<file path="src/rtl/id_ex_stage_if.sv">
// ID -> ID/EX pipeline bus: decoded instruction and flush in; registered
// ALU/memory controls, load-use stall and bubble counter out.
interface id_ex_stage_if #(parameter int DATA_W = 32);
    logic [DATA_W-1:0] rs_data_id;
    logic [DATA_W-1:0] rt_data_id;
    logic [DATA_W-1:0] signextend_id;
    logic [4:0]        rs_addr_id;
    logic [4:0]        rt_addr_id;
    logic [4:0]        rd_addr_id;
    logic [3:0]        alu_control_id;
    logic              alu_src_id;
    logic              reg_dst_id;
    logic              mem_read_id;
    logic              mem_write_id;
    logic              mem_to_reg_id;
    logic              reg_write_id;
    logic              uses_rt_id;
    logic              valid_id;
    logic              flush;

    logic [DATA_W-1:0] rs_data_idex;
    logic [DATA_W-1:0] rt_data_idex;
    logic [DATA_W-1:0] signextend_idex;
    logic [3:0]        alu_control_idex;
    logic              alu_src_idex;
    logic [4:0]        rs_addr_idex;
    logic [4:0]        rt_addr_idex;
    logic [4:0]        write_reg_idex;
    logic              mem_read_idex;
    logic              mem_write_idex;
    logic              mem_to_reg_idex;
    logic              reg_write_idex;
    logic              valid_idex;
    logic              stall;
    logic [15:0]       bubble_count;

    modport master (
        output rs_data_id, rt_data_id, signextend_id, rs_addr_id, rt_addr_id, rd_addr_id,
               alu_control_id, alu_src_id, reg_dst_id, mem_read_id, mem_write_id,
               mem_to_reg_id, reg_write_id, uses_rt_id, valid_id, flush,
        input  rs_data_idex, rt_data_idex, signextend_idex, alu_control_idex, alu_src_idex,
               rs_addr_idex, rt_addr_idex, write_reg_idex, mem_read_idex, mem_write_idex,
               mem_to_reg_idex, reg_write_idex, valid_idex, stall, bubble_count
    );

    modport slave (
        input  rs_data_id, rt_data_id, signextend_id, rs_addr_id, rt_addr_id, rd_addr_id,
               alu_control_id, alu_src_id, reg_dst_id, mem_read_id, mem_write_id,
               mem_to_reg_id, reg_write_id, uses_rt_id, valid_id, flush,
        output rs_data_idex, rt_data_idex, signextend_idex, alu_control_idex, alu_src_idex,
               rs_addr_idex, rt_addr_idex, write_reg_idex, mem_read_idex, mem_write_idex,
               mem_to_reg_idex, reg_write_idex, valid_idex, stall, bubble_count
    );
endinterface

</file>
<file path="src/rtl/id_ex_stage.sv">
// ID/EX pipeline register with load-use hazard detection, bubble insertion
// on stall/flush/empty slot, and a saturating count of stall bubbles.
module id_ex_stage #(
    parameter int DATA_W = 32
) (
    input  logic         clk,
    input  logic         rst,
    id_ex_stage_if.slave bus
);

    typedef struct packed {
        logic [DATA_W-1:0] rs_data;
        logic [DATA_W-1:0] rt_data;
        logic [DATA_W-1:0] imm;
        logic [4:0]        rs_addr;
        logic [4:0]        rt_addr;
        logic [4:0]        write_reg;
        logic [3:0]        alu_control;
        logic              alu_src;
        logic              mem_read;
        logic              mem_write;
        logic              mem_to_reg;
        logic              reg_write;
        logic              valid;
    } idex_t;

    idex_t       idex_q, idex_d, bubble_val, load_val;
    logic [15:0] bubble_count_q, bubble_count_d;
    logic [4:0]  write_reg;
    logic        hazard, stall, insert_bubble;

    always_comb begin
        bubble_val             = '0;
        bubble_val.alu_control = 4'b0010;

        write_reg = bus.reg_dst_id ? bus.rd_addr_id : bus.rt_addr_id;

        load_val             = '0;
        load_val.rs_data     = bus.rs_data_id;
        load_val.rt_data     = bus.rt_data_id;
        load_val.imm         = bus.signextend_id;
        load_val.rs_addr     = bus.rs_addr_id;
        load_val.rt_addr     = bus.rt_addr_id;
        load_val.write_reg   = write_reg;
        load_val.alu_control = bus.alu_control_id;
        load_val.alu_src     = bus.alu_src_id;
        load_val.mem_read    = bus.mem_read_id & bus.valid_id;
        load_val.mem_write   = bus.mem_write_id & bus.valid_id;
        load_val.mem_to_reg  = bus.mem_to_reg_id & bus.valid_id;
        // r0 is hardwired zero, so a write to it is dropped here once
        load_val.reg_write   = bus.reg_write_id & bus.valid_id & (write_reg != 5'd0);
        load_val.valid       = bus.valid_id;

        hazard = idex_q.valid & idex_q.mem_read & (idex_q.rt_addr != 5'd0) & bus.valid_id &
                 ((idex_q.rt_addr == bus.rs_addr_id) |
                  (bus.uses_rt_id & (idex_q.rt_addr == bus.rt_addr_id)));
        stall         = hazard & ~bus.flush & ~rst;
        insert_bubble = stall | bus.flush | ~bus.valid_id;
        idex_d        = insert_bubble ? bubble_val : load_val;

        bubble_count_d = bubble_count_q;
        if (stall && (bubble_count_q != 16'hFFFF)) begin
            bubble_count_d = bubble_count_q + 16'd1;
        end
    end

    // Reset value equals the bubble pattern (alu_control = add).
    always_ff @(posedge clk) begin
        if (rst) begin
            idex_q         <= bubble_val;
            bubble_count_q <= 16'd0;
        end else begin
            idex_q         <= idex_d;
            bubble_count_q <= bubble_count_d;
        end
    end

    assign bus.rs_data_idex     = idex_q.rs_data;
    assign bus.rt_data_idex     = idex_q.rt_data;
    assign bus.signextend_idex  = idex_q.imm;
    assign bus.alu_control_idex = idex_q.alu_control;
    assign bus.alu_src_idex     = idex_q.alu_src;
    assign bus.rs_addr_idex     = idex_q.rs_addr;
    assign bus.rt_addr_idex     = idex_q.rt_addr;
    assign bus.write_reg_idex   = idex_q.write_reg;
    assign bus.mem_read_idex    = idex_q.mem_read;
    assign bus.mem_write_idex   = idex_q.mem_write;
    assign bus.mem_to_reg_idex  = idex_q.mem_to_reg;
    assign bus.reg_write_idex   = idex_q.reg_write;
    assign bus.valid_idex       = idex_q.valid;
    assign bus.stall            = stall;
    assign bus.bubble_count     = bubble_count_q;

endmodule

</file>
<file path="src/flat_wrapper.sv">
// flat-port wrapper written by rule: the top's interface ports become plain ports
module id_ex_stage_flat 
#(
    parameter int DATA_W = 32
)
  (clk, rst, bus_rs_data_id, bus_rt_data_id, bus_signextend_id, bus_rs_addr_id, bus_rt_addr_id, bus_rd_addr_id, bus_alu_control_id, bus_alu_src_id, bus_reg_dst_id, bus_mem_read_id, bus_mem_write_id, bus_mem_to_reg_id, bus_reg_write_id, bus_uses_rt_id, bus_valid_id, bus_flush, bus_rs_data_idex, bus_rt_data_idex, bus_signextend_idex, bus_alu_control_idex, bus_alu_src_idex, bus_rs_addr_idex, bus_rt_addr_idex, bus_write_reg_idex, bus_mem_read_idex, bus_mem_write_idex, bus_mem_to_reg_idex, bus_reg_write_idex, bus_valid_idex, bus_stall, bus_bubble_count);
  id_ex_stage_if #(.DATA_W(DATA_W)) bus_i ();
  input  logic clk;
  input  logic rst;
  input wire logic [$bits(bus_i.rs_data_id)-1:0] bus_rs_data_id;
  input wire logic [$bits(bus_i.rt_data_id)-1:0] bus_rt_data_id;
  input wire logic [$bits(bus_i.signextend_id)-1:0] bus_signextend_id;
  input wire logic [$bits(bus_i.rs_addr_id)-1:0] bus_rs_addr_id;
  input wire logic [$bits(bus_i.rt_addr_id)-1:0] bus_rt_addr_id;
  input wire logic [$bits(bus_i.rd_addr_id)-1:0] bus_rd_addr_id;
  input wire logic [$bits(bus_i.alu_control_id)-1:0] bus_alu_control_id;
  input wire logic [$bits(bus_i.alu_src_id)-1:0] bus_alu_src_id;
  input wire logic [$bits(bus_i.reg_dst_id)-1:0] bus_reg_dst_id;
  input wire logic [$bits(bus_i.mem_read_id)-1:0] bus_mem_read_id;
  input wire logic [$bits(bus_i.mem_write_id)-1:0] bus_mem_write_id;
  input wire logic [$bits(bus_i.mem_to_reg_id)-1:0] bus_mem_to_reg_id;
  input wire logic [$bits(bus_i.reg_write_id)-1:0] bus_reg_write_id;
  input wire logic [$bits(bus_i.uses_rt_id)-1:0] bus_uses_rt_id;
  input wire logic [$bits(bus_i.valid_id)-1:0] bus_valid_id;
  input wire logic [$bits(bus_i.flush)-1:0] bus_flush;
  output wire logic [$bits(bus_i.rs_data_idex)-1:0] bus_rs_data_idex;
  output wire logic [$bits(bus_i.rt_data_idex)-1:0] bus_rt_data_idex;
  output wire logic [$bits(bus_i.signextend_idex)-1:0] bus_signextend_idex;
  output wire logic [$bits(bus_i.alu_control_idex)-1:0] bus_alu_control_idex;
  output wire logic [$bits(bus_i.alu_src_idex)-1:0] bus_alu_src_idex;
  output wire logic [$bits(bus_i.rs_addr_idex)-1:0] bus_rs_addr_idex;
  output wire logic [$bits(bus_i.rt_addr_idex)-1:0] bus_rt_addr_idex;
  output wire logic [$bits(bus_i.write_reg_idex)-1:0] bus_write_reg_idex;
  output wire logic [$bits(bus_i.mem_read_idex)-1:0] bus_mem_read_idex;
  output wire logic [$bits(bus_i.mem_write_idex)-1:0] bus_mem_write_idex;
  output wire logic [$bits(bus_i.mem_to_reg_idex)-1:0] bus_mem_to_reg_idex;
  output wire logic [$bits(bus_i.reg_write_idex)-1:0] bus_reg_write_idex;
  output wire logic [$bits(bus_i.valid_idex)-1:0] bus_valid_idex;
  output wire logic [$bits(bus_i.stall)-1:0] bus_stall;
  output wire logic [$bits(bus_i.bubble_count)-1:0] bus_bubble_count;
  assign bus_i.rs_data_id = bus_rs_data_id;
  assign bus_i.rt_data_id = bus_rt_data_id;
  assign bus_i.signextend_id = bus_signextend_id;
  assign bus_i.rs_addr_id = bus_rs_addr_id;
  assign bus_i.rt_addr_id = bus_rt_addr_id;
  assign bus_i.rd_addr_id = bus_rd_addr_id;
  assign bus_i.alu_control_id = bus_alu_control_id;
  assign bus_i.alu_src_id = bus_alu_src_id;
  assign bus_i.reg_dst_id = bus_reg_dst_id;
  assign bus_i.mem_read_id = bus_mem_read_id;
  assign bus_i.mem_write_id = bus_mem_write_id;
  assign bus_i.mem_to_reg_id = bus_mem_to_reg_id;
  assign bus_i.reg_write_id = bus_reg_write_id;
  assign bus_i.uses_rt_id = bus_uses_rt_id;
  assign bus_i.valid_id = bus_valid_id;
  assign bus_i.flush = bus_flush;
  assign bus_rs_data_idex = bus_i.rs_data_idex;
  assign bus_rt_data_idex = bus_i.rt_data_idex;
  assign bus_signextend_idex = bus_i.signextend_idex;
  assign bus_alu_control_idex = bus_i.alu_control_idex;
  assign bus_alu_src_idex = bus_i.alu_src_idex;
  assign bus_rs_addr_idex = bus_i.rs_addr_idex;
  assign bus_rt_addr_idex = bus_i.rt_addr_idex;
  assign bus_write_reg_idex = bus_i.write_reg_idex;
  assign bus_mem_read_idex = bus_i.mem_read_idex;
  assign bus_mem_write_idex = bus_i.mem_write_idex;
  assign bus_mem_to_reg_idex = bus_i.mem_to_reg_idex;
  assign bus_reg_write_idex = bus_i.reg_write_idex;
  assign bus_valid_idex = bus_i.valid_idex;
  assign bus_stall = bus_i.stall;
  assign bus_bubble_count = bus_i.bubble_count;
  id_ex_stage #(.DATA_W(DATA_W)) u_core (.clk(clk), .rst(rst), .bus(bus_i));
endmodule
</file>
<file path="config.mk">
export PLATFORM = sky130hd
export DESIGN_NAME = id_ex_stage_flat
export DESIGN_NICKNAME = d
export VERILOG_FILES = /design/src/rtl/id_ex_stage_if.sv /design/src/rtl/id_ex_stage.sv /design/src/flat_wrapper.sv
export SDC_FILE = /design/constraint.sdc
export NUM_CORES = 1
export LEC_CHECK = 0
export CAP_MARGIN = 20
export CORE_MARGIN = 10
export CORE_UTILIZATION = 35
export CTS_CLUSTER_DIAMETER = 50
export DETAILED_ROUTE_END_ITERATION = 6
export PLACE_DENSITY = 0.79
export SLEW_MARGIN = 25
export SYNTH_ARGS = -nofsm -noshare
export SYNTH_HDL_FRONTEND = slang
export SYNTH_SLANG_ARGS = --single-unit
</file>
<file path="constraint.sdc">
create_clock -name clk -period 5.8 [get_ports clk]
set_clock_uncertainty 0.05 [all_clocks]
set_input_delay 0.87 -clock clk [delete_from_list [all_inputs] [get_ports clk]]
set_output_delay 0.87 -clock clk [all_outputs]
set_load 0.005 [all_outputs]
</file>
Word level (Yosys, flattened, before mapping)
Cells that the tools add are included.
{"block": "totals", "register_bits": 137, "latch_bits": 0, "ramBits": 0, "romBits": 0, "inputBits": 126, "out_inout_bits": 138, "n_memories": 0}
{"block": "op_classes", "addsub": 1, "n_mul": 0, "div": 0, "order_cmp": 0, "eq_ne": 3, "shifts": 0, "mux": 1, "bitwise_logic": 18, "n_reduce_logical": 4}
{"op": "16-bit by 1-bit adder with 16-bit output, second input constant", "count": 1}
{"op": "16-bit inequality test, second input constant", "count": 1}
{"op": "1-bit AND", "count": 12}
{"op": "5-bit == test", "count": 2}
{"op": "5-bit nonzero test", "count": 2}
{"op": "5-bit 2-to-1 mux", "count": 1}
{"op": "1-bit NOT", "count": 3}
{"op": "1-bit OR", "count": 3}
{"op": "2-bit OR reduction", "count": 1}
{"op": "1-bit logical AND", "count": 1}

Longest topological paths before layout
{"block": "depth", "word_depth": 9, "mapped_depth": 8, "mapped_depth_nobuf": 6}

Worst setup path before layout
No wires, ideal clock.
{"block": "synth_timing", "path_kind": "input-to-output", "start": "in bus_rt_addr_id[1]", "end": "out bus_stall", "t_arrival_ns": 2.026, "t_required_ns": 4.880, "setup_slack_ns": 2.854, "path_stages": 7, "path_cell_list": "xor2_1 > nor4_1 > a32oi_1 > clkbuf_1 > buf_2 > buf_2 > nor2_1"}
{"block": "synth_between", "elab_chain_cells": 6}
{"element": "from (decl)", "line_no": "flat_wrapper.sv:14", "source": "input wire logic [$bits(bus_i.rt_addr_id)-1:0] bus_rt_addr_id;"}
{"element": "5-bit == test", "line_no": "id_ex_stage.sv:56", "source": "(bus.uses_rt_id & (idex_q.rt_addr == bus.rt_addr_id)));"}
{"element": "1-bit AND", "line_no": "id_ex_stage.sv:56"}
{"element": "1-bit OR", "line_no": "id_ex_stage.sv:55", "source": "((idex_q.rt_addr == bus.rs_addr_id) |"}
{"element": "1-bit AND", "line_no": "id_ex_stage.sv:54", "source": "hazard = idex_q.valid & idex_q.mem_read & (idex_q.rt_addr != 5'd0) & bus.valid_id &"}
{"element": "1-bit AND (2 in series)", "line_no": "id_ex_stage.sv:57", "source": "stall = hazard & ~bus.flush & ~rst;"}
{"element": "to (decl)", "line_no": "flat_wrapper.sv:39", "source": "output wire logic [$bits(bus_i.stall)-1:0] bus_stall;"}
Every way passes these cells.

Final worst setup path
{"block": "layout_timing", "start": "in rst", "end": "out bus_stall"}
{"block": "layout_between", "elab_chain_cells": 2}
{"element": "from (decl)", "line_no": "flat_wrapper.sv:9", "source": "input logic rst;"}
{"element": "1-bit NOT", "line_no": "id_ex_stage.sv:57"}
{"element": "1-bit AND", "line_no": "id_ex_stage.sv:57"}
Every way passes these cells.

==> summary.txt <==
Clock tree
  – Total CTS buffers: 17
  – Setup Buffers After CTS: 0
  – Hold Buf Count CTS: 0
  – CTS HTree Levels: 4
  – Root Buffer: clkbuf_16
  – Cts repair resizes: 0
  – Clock Tree Buf Depth: 2
  – CTS tree: built
  – Insertion delay to the later sink of the worst-skew pair: 410 ps
  – Clock net sink count: 137
  – Clk pin slew, worst setup/hold paths: 60 ps

GRT
  – Vias in the first global route: between 4k and 5k
  – Initial antenna violation count: 0
  – Overall routing resource usage: 16.2%
  – Largest net degree at the start of global routing: 82
  – First-pass GRT wire length: 22000 um
  – Grt total ovfl: 0

Yosys
  – Synth area leader: dfxtp_1
  – Sequential area share after synthesis: 63.2%
  – Async SR Flop Fraction: 0%
  – Post-synth top cells: dfxtp_1 (137), and2_1 (113), a21oi_1 (11), or4_1 (11), nor2b_1 (10)
  – Mapped Nets: ~520
  – Predominant post-synthesis flop cell: dfxtp_1
  – Synth top area share: between 60% and 70%
  – Most frequent cell after synthesis: dfxtp_1
  – Synth top area cells: dfxtp_1 (63%), and2_1 (16%), or4_1 (1.9%)
  – Syn_area_per_cell: 11.2 um^2
  – Netlist cell types: 36
  – Warnings from Yosys: 0
  – #FFs+latches synth: ~140
  – Post-synth EDFFs: 0
  – Synth Instances: between 300 and 400
  – Mapped Area: 4340 um^2

Route
  – DRT Pass-1 Iters: 4
  – Final antenna-violating net count: 0
  – Vias: between 3k and 4k
  – DRT Wirelength: ~14000 um
  – Average vias per placed instance: 4.46
  – Wirelength per Cell: 17.2 um
  – Initial detailed-routing violation count: 326
  – DRC viols: 0

Floorplanning
  – FP Rows: 40
  – Io pins: roughly 260
  – Die height: 131 um
  – Starting Density: 36.0%
  – Chip Width: 131 um
  – Die Area: 17300 um^2
  – Core Region: ~12000 um^2

Flow run
  – Max Cap Viol: 0

Placed design
  – Placed cell count: 801
  – Buffers on Ports: 263
  – RePlAce Congestion: 0.788
  – DP HPWL: between 10000 and 15000 um

Power and ir drop
  – Power Density: 298 nW/um^2
  – Internal Pwr Total: 1.86 mW
  – Switching power: roughly 0.45 mW
  – Clock share of power: 50.4%
  – P_leak: between 2 and 3 nW
  – Sw frac: 19.3%
  – Register share of total power: 42.1%
  – Peak VDD IR: 180 uV
  – Combinational Power Share: 7.5%

Critical path
  – Worst Setup SP: rst
  – Worst r2r src: u_core.bus.rt_addr_idex[0]$_SDFF_PP0_
  – Setup CP Type: input pin to output pin
  – Worst setup path endpoint: bus_stall
  – Critical Path AT: 3230 ps
  – Startpoint Class: input pin
  – Reg-to-Reg End: u_core.bus.rt_data_idex[13]$_SDFF_PP0_
  – Critical Path RT: 4880 ps
  – Critical path endpoint category: output pin
  – R2R cell count: 6
  – Reg2reg setup slack: 3140 ps
  – Worst Path Max Fanout: 21

Timing
  – Max Fclk: 0.241 GHz
  – Worst Tran Pin Value: 739 ps
  – Min Tclk post-route: 4150 ps
  – Slew Viols, Final: 0
  – Final Hold Slack: between 400 and 500 ps
  – Final setup fails: 0
  – Final period util: between 70% and 80%
  – Setup TNS Final: 0 ps
  – Hold Vio Cnt, Final: 0
  – Slew headroom: 50.6%
  – RSZ-0062 raised after global routing: no

Cells and area
  – Diode count: 0
  – Final #Nets: approximately 780
  – Syn-to-layout area delta: 78.5%
  – Final cell count without fillers: 833
  – Layout cells sized above 1: 6.32%

Status
  – Outcome: completed

Hold path
  – Class of the worst hold path: flip-flop to flip-flop
-- cells in the final DEF, fill, tap and decap left out, types with 2 or more instances in the layout --
cell type and instances:
o21ai_0 2, nand2_1 8, clkdlybuf4s50_1 263, nor4_1 5
dfxtp_1 137, clkinv_4 2, nor3b_1 2, nand3_1 7
xor2_1 9, or4_1 11, buf_4 2, nor2b_1 10
inv_1 3, o31ai_1 9, mux2_2 5, clkinv_2 5
clkbuf_16 17, or3_1 2, nand4_1 2, and2_1 113
and4_1 3, mux2i_1 5, a21oi_1 11, nor3_1 4
nor2_1 9, bufinv_16 5
-- critical path, stage by stage --
cell	delay (ps)
clkdlybuf4s50_1	790
nor3b_1	460
o2111a_1	390
inv_1	110
nor2_1	100
clkdlybuf4s50_1	510
-- logic make-up (layout without fill, tap and decap cells) --
kind of cell | after synthesis | after routing | synth area share [%]
compound gates | 27 | 27 | 4.03
fa+ha+maj | 1 | 1 | 0.288
buf+inv | 24 | 300 | 2.56
simple gates | 180 | 180 | 25.5
xor+xnor | 10 | 10 | 2.02
flops | 137 | 137 | 63.2
mux | 10 | 10 | 2.45
-- area by class of cell --
type	instances	area, um^2
clock buffer	19	443
clock inverter	13	200
fill	926	4310
inverter	3	11.3
multi-input combinational	228	1500
sequential	137	2740
tap	168	210
timing repair buffer	265	2650
-- state kept, by name, indices dropped and copies added (netlist names), 4 cells and up --
signal	flops
u_core.bus.signextend_idex	32
u_core.bus.alu_control_idex	4
u_core.bus.rs_data_idex	32
u_core.bus.rs_addr_idex	5
u_core.bus.write_reg_idex	5
u_core.bus.bubble_count	16
u_core.bus.rt_addr_idex	5
u_core.bus.rt_data_idex	32
-- worst min-delay path by stage --
stage / start / endpoint / depth (start not counted)
after floorplan: u_core.bus.bubble_count[11]$_SDFFE_PP0P_ / u_core.bus.bubble_count[11]$_SDFFE_PP0P_ / 2
after global placement: u_core.bus.bubble_count[11]$_SDFFE_PP0P_ / u_core.bus.bubble_count[11]$_SDFFE_PP0P_ / 2
after detailed placement: u_core.bus.bubble_count[15]$_SDFFE_PP0P_ / u_core.bus.bubble_count[15]$_SDFFE_PP0P_ / 2
after CTS: u_core.bus.bubble_count[15]$_SDFFE_PP0P_ / u_core.bus.bubble_count[15]$_SDFFE_PP0P_ / 2
after global routing: u_core.bus.bubble_count[14]$_SDFFE_PP0P_ / u_core.bus.bubble_count[14]$_SDFFE_PP0P_ / 2
final: u_core.bus.bubble_count[11]$_SDFFE_PP0P_ / u_core.bus.bubble_count[11]$_SDFFE_PP0P_ / 2
-- per-stage QoR --
step	setup slack [ps]	instance area, um^2	power (mW)	utilization (%)
floorplan	2850	4340	1.03	-
global placement	1810	7100	1.16	58.9
detailed placement	1670	7110	1.17	58.9
CTS	1670	7750	2.33	64.3
global route	1420	7750	2.39	64.3
finish	1650	7750	2.31	64.3
-- power by group through the flow --
stage                     Sequential [mW]  Clock (mW)  Combinational [mW]
after floorplan                     0.994           0              0.0330
after global placement              0.991           0               0.172
after detailed placement            0.992           0               0.174
after CTS                           0.972        1.19               0.176
after global routing                0.973        1.23               0.187
final                               0.972        1.16               0.173
-- metal layers --
metal | global-route usage [%] | vias up | part of all wire [%]
met1 | 14.8 | 1709 | 35
met3 | 8.42 | 19 | 11
met4 | 6.98 | 0 | 1.9
li1 | - | 1808 | -
met5 | 0 | - | 0
met2 | 29.3 | 180 | 52
No activity file was read; power rests on OpenSTA's default activity.
